**config.mk**
```make
export PLATFORM = sky130hd
export DESIGN_NAME = f1_light_monitor
export DESIGN_NICKNAME = d
export VERILOG_FILES = /design/src/rtl/f1_light_monitor.sv
export SDC_FILE = /design/constraint.sdc
export NUM_CORES = 1
export LEC_CHECK = 0
export CAP_MARGIN = 20
export CORE_MARGIN = 5
export CORE_UTILIZATION = 35
export CTS_BUF_LIST = sky130_fd_sc_hd__clkbuf_2
export CTS_CLUSTER_SIZE = 8
export DETAILED_ROUTE_END_ITERATION = 8
export SLEW_MARGIN = 0
export SYNTH_ARGS = -nofsm -noshare
export SYNTH_HDL_FRONTEND = slang
export SYNTH_SLANG_ARGS = --single-unit
```
**constraint.sdc**
```tcl
create_clock -name clk -period 3.5 [get_ports clk]
set_clock_uncertainty 0.1 [all_clocks]
set_input_delay 0.875 -clock clk [delete_from_list [all_inputs] [get_ports clk]]
set_output_delay 0.875 -clock clk [all_outputs]
set_load 0.02 [all_outputs]
```
**src/rtl/f1_light_monitor.sv**
```systemverilog
// f1_light_monitor: receiving end of the F1 start-light bar.
// Checks that the thermometer-coded light vector builds up one light at a
// time, detects the all-on -> all-off "lights out" event, then measures the
// driver's reaction time in clk cycles up to the next button press.
// Jump starts (press before lights out) and illegal light sequences are
// reported as one-cycle pulses.
// Optional feature macro: F1_MON_BEST_EN (tracks the best reaction since reset).
module f1_light_monitor #(
  parameter int WIDTH = 8,
  parameter int CNT_W = 16
) (
  input  logic             clk,
  input  logic             rst,
  input  logic [WIDTH-1:0] lights_in,
  input  logic             btn,
  output logic             armed,
  output logic             timing,
  output logic [CNT_W-1:0] reaction_time,
  output logic             result_valid,
  output logic             jump_start,
  output logic             seq_error,
  output logic [CNT_W-1:0] best_time
);

  typedef enum logic [1:0] {
    S_IDLE   = 2'd0,
    S_BUILD  = 2'd1,
    S_ALL_ON = 2'd2,
    S_TIMING = 2'd3
  } state_t;

  localparam logic [WIDTH-1:0] LIGHT_ONE = {{(WIDTH-1){1'b0}}, 1'b1};
  localparam logic [CNT_W-1:0] CNT_ONE   = {{(CNT_W-1){1'b0}}, 1'b1};
  localparam logic [CNT_W-1:0] CNT_MAX   = {CNT_W{1'b1}};

  state_t           state_q, state_d;
  logic [WIDTH-1:0] prev_q;
  logic             btn_q;
  logic [CNT_W-1:0] count_q, count_d;
  logic [CNT_W-1:0] reaction_q, reaction_d;
  logic             armed_q, timing_q;
  logic             result_valid_q, result_valid_d;
  logic             jump_start_q, jump_start_d;
  logic             seq_error_q, seq_error_d;

  logic press;
  logic step;
  logic hold;
  logic all_on;
  logic all_off;

  // A non-thermometer pattern outside IDLE is never a hold or a step, so
  // it falls into the seq_error branch of every armed/timing state.
  assign press   = btn & ~btn_q;
  assign step    = (lights_in == {prev_q[WIDTH-2:0], 1'b1});
  assign hold    = (lights_in == prev_q);
  assign all_on  = &lights_in;
  assign all_off = ~|lights_in;

  // Next-state, counter and pulse decode; press has priority in every state.
  always_comb begin
    state_d        = state_q;
    count_d        = count_q;
    reaction_d     = reaction_q;
    result_valid_d = 1'b0;
    jump_start_d   = 1'b0;
    seq_error_d    = 1'b0;
    case (state_q)
      S_IDLE: begin
        if ((lights_in == LIGHT_ONE) && (prev_q == {WIDTH{1'b0}})) begin
          state_d = S_BUILD;
        end else begin
          state_d = S_IDLE;
        end
      end
      S_BUILD: begin
        if (press) begin
          jump_start_d = 1'b1;
          state_d      = S_IDLE;
        end else if (hold) begin
          state_d = S_BUILD;
        end else if (step && all_on) begin
          state_d = S_ALL_ON;
        end else if (step) begin
          state_d = S_BUILD;
        end else begin
          seq_error_d = 1'b1;
          state_d     = S_IDLE;
        end
      end
      S_ALL_ON: begin
        if (press) begin
          jump_start_d = 1'b1;
          state_d      = S_IDLE;
        end else if (all_off) begin
          state_d = S_TIMING;
          count_d = CNT_ONE;
        end else if (hold) begin
          state_d = S_ALL_ON;
        end else begin
          seq_error_d = 1'b1;
          state_d     = S_IDLE;
        end
      end
      S_TIMING: begin
        if (press) begin
          reaction_d     = count_q;
          result_valid_d = 1'b1;
          state_d        = S_IDLE;
        end else if (!all_off) begin
          seq_error_d = 1'b1;
          state_d     = S_IDLE;
        end else if (count_q != CNT_MAX) begin
          count_d = count_q + CNT_ONE;
        end else begin
          count_d = count_q;
        end
      end
      default: begin
        state_d = S_IDLE;
      end
    endcase
  end

  // State, sampling registers and registered output decodes.
  always_ff @(posedge clk) begin
    if (rst) begin
      state_q        <= S_IDLE;
      prev_q         <= {WIDTH{1'b0}};
      btn_q          <= 1'b0;
      count_q        <= {CNT_W{1'b0}};
      reaction_q     <= {CNT_W{1'b0}};
      armed_q        <= 1'b0;
      timing_q       <= 1'b0;
      result_valid_q <= 1'b0;
      jump_start_q   <= 1'b0;
      seq_error_q    <= 1'b0;
    end else begin
      state_q        <= state_d;
      prev_q         <= lights_in;
      btn_q          <= btn;
      count_q        <= count_d;
      reaction_q     <= reaction_d;
      armed_q        <= (state_d == S_BUILD) || (state_d == S_ALL_ON);
      timing_q       <= (state_d == S_TIMING);
      result_valid_q <= result_valid_d;
      jump_start_q   <= jump_start_d;
      seq_error_q    <= seq_error_d;
    end
  end

`ifdef F1_MON_BEST_EN
  logic [CNT_W-1:0] best_q;

  // Best reaction tracks the new result in the same cycle reaction_time loads.
  always_ff @(posedge clk) begin
    if (rst) begin
      best_q <= CNT_MAX;
    end else if (result_valid_d && (count_q < best_q)) begin
      best_q <= count_q;
    end else begin
      best_q <= best_q;
    end
  end

  assign best_time = best_q;
`else
  assign best_time = CNT_MAX;
`endif

  assign armed         = armed_q;
  assign timing        = timing_q;
  assign reaction_time = reaction_q;
  assign result_valid  = result_valid_q;
  assign jump_start    = jump_start_q;
  assign seq_error     = seq_error_q;

endmodule

```
After elaboration in Yosys (flattened, before gate mapping) --
Cells that the tools add are included. Widths: inputs -> output; s select.
Storage, ports and cells: register bits 48, bits of input ports 11, word-level logic and storage cells 71, output and inout bits 37
Cells by class: reduce and logical (&&, ||, !) cells 13, add/sub/neg operators 1, bitwise logic cells 4, equality and inequality tests 15, muxes and demuxes 28
Operators by type and width (number):
- $mux 16 | 5
- $pmux 16 s2 | 1
- $add 16x1->16 const B | 1
- $eq 8x8->1 | 2
- $mux 2 | 8
- $ne 16x16->1 const B | 1
- $mux 1 | 12
- $ne 2x2->1 const B | 5
- $eq 2x2->1 const B | 4
- $eq 8x1->1 const B | 1
- $logic_not 8->1 | 1
- $pmux 2 s4 | 1
- $reduce_and 8->1 | 1
- $reduce_or 8->1 | 1
- $reduce_and 6->1 | 1
- $reduce_or 2->1 | 3
- $eq 2x1->1 const B | 2
- $not 1->1 | 3
- $pmux 1 s3 | 1
- $logic_and 1x1->1 | 2
- $logic_not 2->1 | 1
- $reduce_and 2->1 | 1
- $reduce_bool 2->1 | 1
- $and 1x1->1 | 1
- $logic_or 1x1->1 | 1

Depth between registers and ports, before layout --
Gate-level depths: netlist of run 1.
word-level depth 8, depth in mapped cells 9, depth with buffers taken out 9

Worst setup path after synthesis of run 1 --
Ideal clock, no wire load.
path kind input to register, start point input lights_in[6], end point register armed_q (netlist: armed), setup time 0.128 ns, stages 7, slack 0.725 ns, arrival time 2.547 ns, required time 3.272 ns, buffers on the path 0, cells stage by stage xor2_1 nor4_1 nand4_1 or3b_2 a311oi_1 ha_1 nor2b_1
On the way: cells in the longest elaborated chain, start to end 8, elaborated cells between the ends (all ways) 21, classes of those cells 5 x eq/ne; 11 x mux; 5 x reduce/logical
RTL lines:
- from (decl) | line 14 | input logic [WIDTH-1:0] lights_in,
- $eq 8x8->1 or $reduce_and 8->1 (tied branches) | line 55, 57
- $logic_and 1x1->1 | line 82 | end else if (step && all_on) begin
- $mux 2 | line 82
- $mux 2 | line 80 | end else if (hold) begin
- $mux 2 | line 77 | if (press) begin
- $pmux 2 s4 (*) | line 68 | case (state_q)
- net state_d[1] | line 36 | state_t state_q, state_d;
- $eq 2x1->1 or $eq 2x2->1 (tied branches) | line 144 | armed_q <= (state_d == S_BUILD) || (state_d == S_ALL_ON);
- $logic_or 1x1->1 (*) | line 144
- to (signal assigned) | line 144
- to (decl) | line 41 | logic armed_q, timing_q;
Mark *: on every way through the listed nets, which the timed path passes. The rest lies on a longest branch. A chain may end at the register's enable or synchronous reset.

Worst setup path in the final report of run 1 --
Ends and elaborated chain as after synthesis.

==> summary.md, run 1 <==
| Metric | Value |
|---|---|
| Hold Fails Final Rpt | 0 |
| Post-synth EDFFs | 0 |
| DP Worst Slack | 0.110 ns |
| Fill cells | 689 |
| Slew HR | 0.600 |
| IO Pins | 48 |
| Wirelength per Cell | 12.3 um |
| CP max FO | 2 |
| IO buf count | 31 |
| Launching point of the worst reg2reg path | prev_q[5] |
| Critical path launch point | lights_in[6] |
| Total gr overflow | 0 |
| Register area | 961 sq um |
| Finish-stage setup viols | 0 |
| Root Driver | clkbuf_2 |
| TritonCTS buffer count | 5 |
| DRC | 0 |
| Post-detail-place hpwl | 3580 um |
| Layout cells sized above 1 | 0.0987 |
| Hold-fix buffers, CTS | 0 |
| Gr busiest metal | met2 |
| Sequential area share after synthesis | 0.405 |
| CP peak stage delay | 0.50 ns |
| Vias after detailed routing | 1910 |
| Final core occ | 0.421 |
| Synth Instances | 277 |
| Synth Cell Area | 2370 sq um |
| Grt met1 use | 0.158 |
| Synth top area share | 0.405 |
| Drt pass-1 iters | 4 |
| Setup TNS | 0 ns |
| Row Count | 30 |
| Syn avg cell area | 8.57 sq um |
| Final nets | 330 |
| Initial DRC Count | 48 |
| Critical path endpoint | armed |
| Cell Pwr Density | 330 nW/um^2 |
| Worst Hold Launch | reaction_time[0] |
| Die Height | 92.4 um |
| Met2 Use GR | 0.190 |
| Fmax achieved | 343 MHz |
| Peak supply drop | 168 uV |
| Crit path capture type | register |
| Async SR Flop Fraction | 0 |
| Crit-path slowest cell | or3b_2 |
| Met3 GRT Util | 0.0284 |
| Synthesis-to-layout area growth | 18.4% |
| CORE AREA | 6680 sq um |
| Ranking of synthesized cells by area | dfxtp_1 40%, nand2_1 7.1%, a21oi_1 6.7% |
| Slew Limit Fails | 0 |
| Multi-input logic area | 1270 sq um |
| Maxcap violations | 0 |
| Clock-pin slew on the worst setup and hold paths | 0.22 ns |
| Via/cell ratio | 4.85 |
| Total Wirelength | 4860 um |
| CP Data Required Time | 3.74 ns |
| Cell taking the most area after synthesis | dfxtp_1 |
| Post-CTS Setup Bufs | 0 |
| Gp weighted congestion | 0.815 |
| Arr. time, crit path | 3.16 ns |
| Worst Hold Class | register to register |
| RSZ-0062 raised after global routing | false |
| # clock sinks | 48 |
| Critical path startpoint category | input pin |
| Initial antenna violation count | 0 |
| WS Path Type | input pin to register |
| R2r setup slk | 1.12 ns |
| Die width | 92.4 um |
| Largest net degree at the start of global routing | 17 |
| Maximum buffer depth of the clock tree | 2 |
| Worst R2R Path Depth | 7 |
| Die ar. | 8530 sq um |
| Slew @ Worst Pin | 0.599 ns |
| # resized after CTS | 0 |
| GRT Total Usage | 0.119 |
| Synth Warn # | 0 |
| Setup WS post-layout | 0.584 ns |
| Final period utilization | 0.833 |
| First-pass GRT wire length | 8370 um |
| CP cell instances | clkdlybuf4s50_1 -> xor2_1 -> nor4_1 -> nand4_1 -> or3b_2 -> a311oi_1 -> ha_1 -> nor2b_1 |
| Htree depth | 2 |
| Initial core utilization | 0.355 |
| Flops & latches, synth | 48 |
| Outcome | completed |
| Skew-Pair Late Insertion Delay | 0.42 ns |
| Top FF cell, synth | dfxtp_1 |
| Min cycle time layout | 2.92 ns |
| Synth cell types | 45 |
| Vias in the first global route | 1813 |
| Leakage power | 0.000974 uW |
| R2r endpoint | armed |
| Final ANT Viol Nets | 0 |
| Antenna Cells | 0 |
| Hold WS | 0.368 ns |
| TritonCTS clock tree | built |
## stage by stage
stage                     instance area (sq um)  std cells  power [uW]
after floorplan                            2430        292         628
after global placement                     2750        386         643
after detailed placement                   2750        386         643
after CTS                                  2810        394         946
after global routing                       2810        394         974
final                                      2810        394         928
## worst min path at each step
stage                             end  slack, ns  cells past startpoint
CTS                  reaction_time[3]       0.37                      2
global route         reaction_time[0]       0.39                      2
finish               reaction_time[0]       0.37                      2
floorplan           reaction_time[14]       0.35                      2
detailed placement   reaction_time[3]       0.35                      2
global placement     reaction_time[2]       0.34                      2
## report_power, final
part           leakage (uW)  internal (uW)  switching (uW)
Combinational      0.000542           28.8            45.3
Clock             0.0000430            123             172
Sequential         0.000389            554            5.43
Total              0.000974            705             223
## cells in the mapped netlist (2+ instances only)
| cell | n |
|---|---|
| nand4_1 | 5 |
| nor2_1 | 9 |
| ha_1 | 6 |
| o21ai_0 | 6 |
| xnor2_1 | 2 |
| o31ai_1 | 5 |
| nor4_1 | 5 |
| o21ai_1 | 4 |
| clkbuf_1 | 9 |
| inv_1 | 7 |
| nor2b_1 | 12 |
| dfxtp_1 | 48 |
| or2_2 | 3 |
| mux2i_1 | 2 |
| a31oi_1 | 2 |
| nand2_1 | 45 |
| a21oi_1 | 32 |
| or4_1 | 4 |
| nand3_1 | 7 |
| xor2_1 | 14 |
| or3_1 | 10 |
| or4_4 | 2 |
| buf_4 | 16 |
## area by class of cell
class	count	share of cell area
Multi-Input combinational cell	210	0.453
Sequential cell	48	0.342
Timing Repair Buffer	41	0.137
Tap cell	80	0.0356
Clock inverter	2	0.0125
Clock buffer	6	0.0107
Inverter	7	0.00935
## metal layers
layer,wire length [um],share of wire,up-vias
met4,74,0.015,0
met2,2140,0.44,39
met5,0,0,-
li1,-,-,999
met1,2420,0.50,866
met3,222,0.046,6
## state kept, by name (all words and copies together), names as in the netlist
| register | cells |
|---|---|
| count_q | 16 |
| reaction_time | 16 |
| prev_q | 8 |
| state_q | 2 |
| armed | 1 |
| btn_q | 1 |
| jump_start | 1 |
| result_valid | 1 |
| seq_error | 1 |
| timing | 1 |
## cells by family after synthesis
| kind of cell | count (synthesis) | share of synthesized area |
|---|---|---|
| XOR/XNOR | 16 | 0.0590 |
| AO/OA/AOI/OAI | 56 | 0.149 |
| AND/OR/NAND/NOR | 114 | 0.263 |
| other | 1 | 0.00158 |
| flip-flops | 48 | 0.405 |
| adder cells (fa/ha/maj) | 6 | 0.0316 |
| multiplexers | 2 | 0.00843 |
| buffers and inverters | 34 | 0.0827 |
## worst max-delay path, delay by kind of cell
kind | cells | cell delay, ns
fa+ha+maj | 1 | 0.27
simple gates | 4 | 1.11
compound gates | 1 | 0.29
buf+inv | 1 | 0.44
xor+xnor | 1 | 0.17
## layout by cell type (no fill, tap or decap), drive strengths merged, types with 2 or more instances in the layout
cell type      Yosys  layout
dfxtp             48      48
nand2             45      45
a21oi             32      32
clkdlybuf4s50      0      31
conb               1      16
xor2              14      14
nor2b             12      12
or3               11      11
buf               18      10
nor2              10      10
o21ai             10      10
inv                7       7
nand3              7       7
ha                 6       6
clkbuf             9       6
or4                6       6
nor4               5       5
nand4              5       5
o31ai              5       5
or2                3       3
xnor2              2       2
a31oi              2       2
mux2i              2       2
nor3               2       2
(Power assumes the default switching activity.)
==> run 2, diff against run 1 <==
clock period = 2.5 ns   (was 3.5 ns; I/O delays follow)
==> run 2 against run 1 <==
Sequential power grew 40%. Worst hold slack lost 0.020 ns. Combinational power grew 55%. Via count grew 2.4%. Setup slack lost 0.50 ns. Critical path type unchanged. Non-clock buffer count grew 12. Cell area grew 5.6%. Routed wire length grew 1.5%. Clock-buffer cell count shrank 1. Flip-flop and latch count is the same. Final cell count grew 3.0%.
==> summary.md, run 2 (synthesized netlist as in run 1, its figures left out) <==
| Metric | Value |
|---|---|
| Outcome | completed |
| Final ANT Viol Nets | 0 (unchanged) |
| Total gr overflow | 0 (unchanged) |
| Layout cells sized above 1 | 0.150 (+0.0516) |
| Fill cells | 675 (-2.0%) |
| Critical path startpoint category | input pin |
| Post-detail-place hpwl | 3700 um (+3.3%) |
| Commonest non-fill, non-tap cell in the layout | dfxtp_1 |
| Fmax achieved | 414 MHz |
| WS Path Type | input pin to register |
| Skew-Pair Late Insertion Delay | 0.43 ns (about the same) |
| Hold-fix buffers, CTS | 0 (unchanged) |
| Drt pass-1 iters | 4 (unchanged) |
| Wirelength per Cell | 12.2 um (-1.5%) |
| Htree depth | 2 (unchanged) |
| Antenna Cells | 0 (unchanged) |
| Clock-pin slew on the worst setup and hold paths | 0.26 ns (+0.04 ns) |
| Commonest non-fill, non-tap cells in the layout | 47 x dfxtp_1, 45 x nand2_1, 31 x a21oi_1 |
| Total Power | 1430 uW (+54%) |
| Hold Fails Final Rpt | 0 (unchanged) |
| GRT Total Usage | 0.116 (-0.00312) |
| Crit-path slowest cell | clkdlybuf4s50_1 |
| Synthesis-to-layout area growth | 25.0% |
| Initial core utilization | 0.355 (unchanged) |
| CORE AREA | 6680 sq um (unchanged) |
| CP cell instances | clkdlybuf4s50_1 -> xor2_1 -> nor4_2 -> nand2_1 -> or3b_4 -> a311oi_2 -> ha_1 -> nor2b_1 |
| CP Buf/Inv Count | 1 (unchanged) |
| DRC | 0 (unchanged) |
| TritonCTS clock tree | built |
| Initial antenna violation count | 0 (unchanged) |
| Die Height | 92.4 um (unchanged) |
| Final nets | 342 (+3.6%) |
| Maximum buffer depth of the clock tree | 2 (unchanged) |
| Final period utilization | 0.966 |
| Worst Hold Class | input pin to register |
| Gp weighted congestion | 0.788 (-3.4%) |
| CP peak stage delay | 0.56 ns (+0.06 ns) |
| Critical path's top delay family | simple AND/OR/NAND/NOR gates |
| Die ar. | 8530 sq um (unchanged) |
| Row Count | 30 (unchanged) |
| Root Driver | clkbuf_2 |
| DP Worst Slack | -0.589 ns (-0.699 ns) |
| RSZ-0062 raised after global routing | false |
| Vias after detailed routing | 1956 (+2.4%) |
| Largest net degree at the start of global routing | 18 (+1) |
| Leakage power | 0.00108 uW (+11%) |
| R2r setup slk | 0.18 ns (-0.94 ns) |
| Finish-stage setup viols | 0 (unchanged) |
| IO Pins | 48 (unchanged) |
| Via/cell ratio | 4.82 (-0.62%) |
| CP Data Required Time | 2.73 ns (-1.01 ns) |
| # clock sinks | 48 (unchanged) |
| CP max FO | 5 (+3) |
| Peak supply drop | 342 uV (+100%) |
| First-pass GRT wire length | 8160 um (-2.6%) |
| IO buf count | 31 (unchanged) |
| Slew Limit Fails | 0 (unchanged) |
| Total Wirelength | 4930 um (+1.5%) |
| Min cycle time layout | 2.42 ns |
| Maxcap violations | 0 (unchanged) |
| Initial DRC Count | 71 (+48%) |
| Die width | 92.4 um (unchanged) |
| Vias in the first global route | 1780 (-1.8%) |
| Arr. time, crit path | 2.64 ns (-0.52 ns) |
| Crit path capture type | register |
| Cell Pwr Density | 482 nW/um^2 (+46%) |
| TritonCTS buffer count | 5 (unchanged) |
| Setup WS post-layout | 0.0838 ns (-0.501 ns) |
run 2: layout make-up:
type / count / area (sq um) / share of cell area
clock buffer: 5 / 25.0 / 0.00843
sequential: 48 / 962 / 0.324
tap: 80 / 100 / 0.0337
inverter: 7 / 26.3 / 0.00885
timing repair buffer: 53 / 488 / 0.164
multi-input combinational: 210 / 1300 / 0.437
clock inverter: 3 / 68.8 / 0.0232
run 2: timing repair:
| item | in CTS | in global routing |
|---|---|---|
| pin swaps | 4 | 2 |
| setup endpoints to repair | 2 | 2 |
| gates cloned | 0 | 0 |
| resized for setup | 7 | 7 |
| setup buffers | 2 | 0 |
run 2: metal layers:
layer  vias to the layer above  GRT usage  wire length [um]
met5                         -          0                 0
met4                         0     0.0347                61
met3                         5     0.0357               277
met2                        35      0.176              2100
met1                       887      0.159              2490
li1                       1029          -                 -
run 2: final timing paths:
path,startpoint,end,cells past startpoint
max,lights_in[1],armed,8
min,lights_in[3],prev_q[3],2
max reg2reg,prev_q[2],armed,7
min reg2reg,reaction_time[0],reaction_time[0],2
run 2: metrics by stage:
step	instances	util	area [sq um]	setup TNS [ns]	hold WS, ns
after global placement	397	0.425	2840	-6.29	0.344
final	406	0.444	2970	0	0.348
after floorplan	292	-	2430	0	0.350
after detailed placement	397	0.425	2840	-6.91	0.346
after CTS	407	0.444	2970	0	0.375
after global routing	406	0.444	2970	0	0.328
run 2: report_power, final:
group          leakage, uW  switching (uW)  internal (uW)  total (uW)
sequential        0.000389            7.66            776         784
clock            0.0000536             261            273         533
combinational     0.000635            68.2           47.2         115
total              0.00108             337           1100        1430
